===== src/rtl/sprite_table_sync.sv =====
// Per-frame BRAM port-B sequencer: during vblank it optionally writes the player back,
// re-reads the sprite table into shadow registers and commits them atomically to the active set.
module sprite_table_sync #(
   parameter int MAX_OBS     = 15,
   parameter int TABLE_BASE  = 0,
   parameter int VBLANK_LINE = 480
) (
   input  logic        clk,
   input  logic        reset,
   input  logic [9:0]  hCount,
   input  logic [9:0]  vCount,
   input  logic [15:0] q_b,
   output logic [9:0]  addr_b,
   output logic [15:0] data_b,
   output logic        we_b,
   input  logic        wb_en,
   input  logic [9:0]  player_x_in,
   input  logic [9:0]  player_y_in,
   input  logic [3:0]  obs_idx,
   output logic [9:0]  obs_x,
   output logic [9:0]  obs_y,
   output logic        obs_valid,
   output logic [9:0]  player_x,
   output logic [9:0]  player_y,
   output logic [4:0]  sprite_count,
   output logic        table_valid,
   output logic        overflow,
   output logic        busy,
   output logic        sync_done
);

   localparam int         SLOTS   = 16;
   localparam logic [4:0] EFF_MAX = 5'(MAX_OBS + 1);
   localparam logic [9:0] BASE    = 10'(TABLE_BASE);
   localparam logic [9:0] VB_LINE = 10'(VBLANK_LINE);

   typedef enum logic [2:0] {
      S_IDLE, S_WB_X, S_WB_Y, S_RD_CNT, S_CAP_CNT, S_RD_XY, S_COMMIT
   } state_t;

   state_t      state, state_nxt;
   logic [9:0]  addr_nxt;
   logic [15:0] data_nxt;
   logic        we_nxt;
   logic        fired;
   logic        trigger;
   logic        over_cap;
   logic [4:0]  eff, eff_cap;
   logic [5:0]  word_k, last_k;
   logic [4:0]  sprite;
   logic [3:0]  slot;

   logic [9:0]  sh_px, sh_py;
   logic [9:0]  sh_ox [SLOTS];
   logic [9:0]  sh_oy [SLOTS];
   logic [9:0]  act_ox [SLOTS];
   logic [9:0]  act_oy [SLOTS];

   // fired blocks a second trigger until vCount leaves the vblank start line
   assign trigger  = (hCount == 10'd0) && (vCount == VB_LINE) && !fired;
   assign over_cap = q_b > 16'(MAX_OBS + 1);
   assign eff_cap  = over_cap ? EFF_MAX : q_b[4:0];
   assign last_k   = {eff, 1'b0} - 6'd1;
   assign sprite   = word_k[5:1];
   assign slot     = 4'(sprite - 5'd1);

   assign busy      = (state != S_IDLE);
   assign sync_done = (state == S_COMMIT);
   assign obs_valid = table_valid && (({1'b0, obs_idx} + 5'd1) < sprite_count);
   assign obs_x     = obs_valid ? act_ox[obs_idx] : 10'd0;
   assign obs_y     = obs_valid ? act_oy[obs_idx] : 10'd0;

   always_ff @(posedge clk or negedge reset) begin
      if (!reset) state <= S_IDLE;
      else        state <= state_nxt;
   end

   // Port-B outputs are registered: the values chosen here are presented during the next state.
   // Word k+1 is addressed while word k is captured, giving one word per cycle.
   always_comb begin
      state_nxt = state;
      addr_nxt  = addr_b;
      data_nxt  = 16'd0;
      we_nxt    = 1'b0;
      case (state)
         S_IDLE: begin
            if (trigger) begin
               if (wb_en) begin
                  state_nxt = S_WB_X;
                  addr_nxt  = BASE + 10'd1;
                  data_nxt  = {6'b0, player_x_in};
                  we_nxt    = 1'b1;
               end else begin
                  state_nxt = S_RD_CNT;
                  addr_nxt  = BASE;
               end
            end
         end
         S_WB_X: begin
            state_nxt = S_WB_Y;
            addr_nxt  = BASE + 10'd2;
            data_nxt  = {6'b0, player_y_in};
            we_nxt    = 1'b1;
         end
         S_WB_Y: begin
            state_nxt = S_RD_CNT;
            addr_nxt  = BASE;
         end
         S_RD_CNT: begin
            state_nxt = S_CAP_CNT;
            addr_nxt  = BASE + 10'd1;
         end
         S_CAP_CNT: begin
            if (eff_cap == 5'd0) begin
               state_nxt = S_COMMIT;
            end else begin
               state_nxt = S_RD_XY;
               addr_nxt  = BASE + 10'd2;
            end
         end
         S_RD_XY: begin
            if (word_k == last_k) state_nxt = S_COMMIT;
            else if ((word_k + 6'd2) <= last_k) addr_nxt = BASE + 10'(word_k) + 10'd3;
         end
         S_COMMIT: state_nxt = S_IDLE;
         default:  state_nxt = S_IDLE;
      endcase
   end

   always_ff @(posedge clk or negedge reset) begin
      if (!reset) begin
         addr_b       <= '0;
         data_b       <= '0;
         we_b         <= 1'b0;
         fired        <= 1'b0;
         eff          <= '0;
         word_k       <= '0;
         overflow     <= 1'b0;
         sh_px        <= '0;
         sh_py        <= '0;
         player_x     <= '0;
         player_y     <= '0;
         sprite_count <= '0;
         table_valid  <= 1'b0;
         for (int i = 0; i < SLOTS; i++) begin
            sh_ox[i]  <= '0;
            sh_oy[i]  <= '0;
            act_ox[i] <= '0;
            act_oy[i] <= '0;
         end
      end else begin
         addr_b <= addr_nxt;
         data_b <= data_nxt;
         we_b   <= we_nxt;
         if (vCount != VB_LINE)               fired <= 1'b0;
         else if (state == S_IDLE && trigger) fired <= 1'b1;
         case (state)
            S_CAP_CNT: begin
               eff    <= eff_cap;
               word_k <= '0;
               if (over_cap) overflow <= 1'b1;
            end
            S_RD_XY: begin
               word_k <= word_k + 6'd1;
               if (sprite == 5'd0) begin
                  if (!word_k[0]) sh_px <= q_b[9:0];
                  else            sh_py <= q_b[9:0];
               end else begin
                  if (!word_k[0]) sh_ox[slot] <= q_b[9:0];
                  else            sh_oy[slot] <= q_b[9:0];
               end
            end
            S_COMMIT: begin
               // Slots past this frame's count hold stale shadow data, so they are zeroed here
               player_x     <= (eff != 5'd0) ? sh_px : 10'd0;
               player_y     <= (eff != 5'd0) ? sh_py : 10'd0;
               sprite_count <= eff;
               table_valid  <= 1'b1;
               for (int i = 0; i < SLOTS; i++) begin
                  if (5'(i + 1) < eff) begin
                     act_ox[i] <= sh_ox[i];
                     act_oy[i] <= sh_oy[i];
                  end else begin
                     act_ox[i] <= '0;
                     act_oy[i] <= '0;
                  end
               end
            end
            default: ;
         endcase
      end
   end

endmodule

===== config.mk =====
export PLATFORM = sky130hd
export DESIGN_NAME = sprite_table_sync
export DESIGN_NICKNAME = d
export VERILOG_FILES = /design/src/rtl/sprite_table_sync.sv
export SDC_FILE = /design/constraint.sdc
export NUM_CORES = 1
export LEC_CHECK = 0
export ABC_AREA = 1
export ABC_CLOCK_PERIOD_IN_PS = 4280
export CAP_MARGIN = 20
export CORE_MARGIN = 2
export CORE_UTILIZATION = 40
export CTS_CLUSTER_DIAMETER = 30
export DETAILED_ROUTE_END_ITERATION = 7
export PLACE_DENSITY = 0.65
export SLEW_MARGIN = 20
export SYNTH_ARGS = -nofsm -noshare
export SYNTH_HDL_FRONTEND = slang
export SYNTH_SLANG_ARGS = --single-unit
export TNS_END_PERCENT = 30

===== constraint.sdc =====
create_clock -name clk -period 4.28 [get_ports clk]
set_clock_uncertainty 0.1 [all_clocks]
set_input_delay 0.856 -clock clk [delete_from_list [all_inputs] [get_ports clk]]
set_output_delay 0.856 -clock clk [all_outputs]
set_load 0.1 [all_outputs]

==> results of run 1 <==
[cells in the final DEF (no fill, tap or decap), types with 24 or more instances in the layout]
cell type and n:
clkdlybuf4s50_1 104, o21ai_0 509, nor2_1 97, buf_4 99
clkbuf_16 141, nand3_1 290, nand2_1 905, bufinv_16 24
o21ai_1 205, inv_1 212, buf_12 36, dfrtp_1 720
a21oi_1 137
[final cells by class]
type                    count  area (sq um)
fillers                  6954         37400
flip-flops and latches    720         18000
multi-input cells        2335         11000
clock buffers             165          3770
repair buffers            243          2540
well taps                1030          1290
clock inverters            86          1240
inverters                 229           868
[stage by stage]
| step | power [mW] | setup WS [ps] |
|---|---|---|
| after floorplan | 16.2 | 9.20 |
| after global placement | 18.6 | 206 |
| after detailed placement | 18.9 | 215 |
| after CTS | 30.5 | 220 |
| after global routing | 32.0 | 24.7 |
| final | 30.4 | 181 |
[sequential cells by signal (all words and copies together), names as in the netlist, 3 cells and up]
| register | flops |
|---|---|
| act_ox | 160 |
| act_oy | 160 |
| addr_b | 7 |
| data_b | 10 |
| eff | 5 |
| player_x | 10 |
| player_y | 10 |
| sh_ox | 160 |
| sh_oy | 160 |
| sh_px | 10 |
| sh_py | 10 |
| sprite_count | 5 |
| state | 3 |
| word_k | 6 |
[how the worst min path moves through the flow]
| stage | start | endpoint | cells past startpoint |
|---|---|---|---|
| after detailed placement | addr_b[6] | addr_b[6] | 2 |
| final | reset | act_ox[98] | 1 |
| after CTS | reset | act_ox[56] | 1 |
| after floorplan | act_ox[51] | act_ox[51] | 2 |
| after global placement | addr_b[1] | addr_b[1] | 2 |
| after global routing | reset | act_ox[98] | 1 |
[critical path: stages]
cell             delay, ps
clkdlybuf4s50_1        480
inv_1                   80
xor2_1                 160
ha_1                   270
nand2_1                 70
inv_1                   40
nand3_1                 60
a21oi_1                 50
nor3_2                 300
buf_12                 210
o21ai_0                110
buf_4                  150
nor2_4                  90
buf_12                 180
[report_power, final]
part / internal [mW] / total, mW / switching [mW]
registers: 9.49 / 10.8 / 1.31
clock network: 7.76 / 11.5 / 3.75
logic: 2.65 / 8.07 / 5.42
total: 19.9 / 30.4 / 10.5
[repair_timing]
item	CTS	global route
endpoints found under the setup margin	0	1
setup buffers	0	0
resized for setup	0	0
endpoints found under the hold margin	0	0
[logic make-up after synthesis]
logic type / synth area share, %
adders and majority gates: 0.728
DFF: 58.3
other: 0.0121
AOI/OAI and AO/OA: 16.4
buffers and inverters: 6.65
xor gates and xnor gates: 0.198
and+or+nand+nor: 17.7
[layer usage]
metal  vias up  global-route usage (%)  part of all wire [%]
met4         0                    11.1                   4.1
met5         -                       0                     0
met1     12600                    33.9                    44
met2      1013                    36.4                    44
met3       182                    5.25                   7.8
li1      12000                       -                     -
==> run_results.csv, run 1 <==
group,metric,value,unit
critical_path,setup.worst_path.start,"obs_idx[3]",
critical_path,cp_max_fo,20,
min_path,min_path_type,"input pin to async pin",
power_and_ir_drop,power.density,784,nW/um^2
timing,setup_viol,0,
timing,slew_violations,0,
critical_path,cp.arrival,3140,ps
routing,wl_per_cell,19.6,um
critical_path,r2r_cells,15,
synthesis,ys_warn_count,0,
global_routing,grt_pass1_wl,148000,um
critical_path,worstReg2RegStart,"eff[0]",
clock_tree,clock_latency,720,ps
synthesis,synthCells,3560,
timing,slew_headroom,21.3,%
place,dpl-instance-area,33800,sq um
clock_tree,clk_pin_slew,50,ps
critical_path,critPathKind,"input pin to output port",
routing,dr.pass1.iters,6,
clock_tree,cts_tree,"yes",
timing,worstMarginPinSlew,1180,ps
routing,ant_nets,0,
global_routing,grt_start_max_net_pins,171,
timing,finalHoldWorstSlack,82.0,ps
timing,fin_crit_sh,95.8,%
clock_tree,htreeDepth,4,
critical_path,critPathRequiredTime,3320,ps
critical_path,r2r-end,"addr_b[4]",
floorplanning,die_y,282,um
global_routing,grt-ovfl-total,0,
global_routing,antenna_found_initial,2,
place,dp.cells,4557,
floorplanning,dieWidth,282,um
status,outcome,"complete, no violations",
synthesis,synth.area.top_cells,"dfrtp_1, nand2_1, o21ai_0, nand3_1, o21ai_1",
place,numPortBuffers,130,
timing,max_freq,244,MHz
power_and_ir_drop,power_leakage,18.2,nW
place,gp_congestion,0.850,
clock_tree,root_buffer,"clkbuf_16",
critical_path,cp-endpoint,"obs_x[7]",
critical_path,start_kind,"input pin",
synthesis,netlist.area_leader.share,58.3,%
synthesis,avgSynthCellArea,8.69,sq um
timing,rsz0062_at_grt,"no",
critical_path,rrSetupSlack,1120,ps
job,drv_cap,0,
timing,setup-tns-final,0,ps
clock_tree,cts_buffer_depth,3,
finish,diodes,0,
synthesis,synth_commonest_cells,"nand2_1, dfrtp_1, o21ai_0",
clock_tree,numCtsBuffers,139,
synthesis,synthArstFlopShare,100,%
clock_tree,clock-sinks,720,
power_and_ir_drop,peakVddDrop,0.347,mV
synthesis,synth-edff-count,0,
floorplanning,num_io_pins,140,
timing,fin_crit,4100,ps
synthesis,seq_area_frac_synth,58.3,%
finish,layoutNonFillerInstCount,4808,
routing,wl,94400,um
synthesis,yosysTopAreaCell,"dfrtp_1",
floorplanning,initial_core_util,40.6,%
finish,layout-drive-gt1-share,11.1,%
synthesis,ys_ff_latch,720,
synthesis,yosysMostFrequentCell,"nand2_1",
routing,drc,0,
finish,fin_area,38800,sq um
routing,drtIter0Drc,2606,
clock_tree,cts_hold_buf,0,
synthesis,ys.flop_type,"dfrtp_1",
synthesis,synthDistinctLibCells,38,
finish,fin_nets,3749,
routing,vias_per_cell,5.38,
routing,vias,25900,
floorplanning,core-area,76200,sq um
floorplanning,std_cell_rows,101,
place,dp_hpwl,56000,um
synthesis,syn_area,30900,sq um
floorplanning,dieArea,79600,sq um
finish,areaGrowthSynthToFinish,25.4,%
critical_path,crit_path_end_kind,"output port",
finish,utilization,50.9,%
timing,timing.final.hold_violations,0,
global_routing,grt_pass1_vias,25300,
global_routing,grt.total_usage,24.3,%
(Power assumes the default switching activity.)
==> run 2: changes to the inputs <==
--- a/config.mk
+++ b/config.mk
@@ -6,7 +6,6 @@
 export NUM_CORES = 1
 export LEC_CHECK = 0
 export ABC_AREA = 1
-export ABC_CLOCK_PERIOD_IN_PS = 4280
 export CAP_MARGIN = 20
 export CORE_MARGIN = 2
 export CORE_UTILIZATION = 40
==> results of run 2 <==
Same layout as run 1: the final DEF is identical, and so are final timing and power.
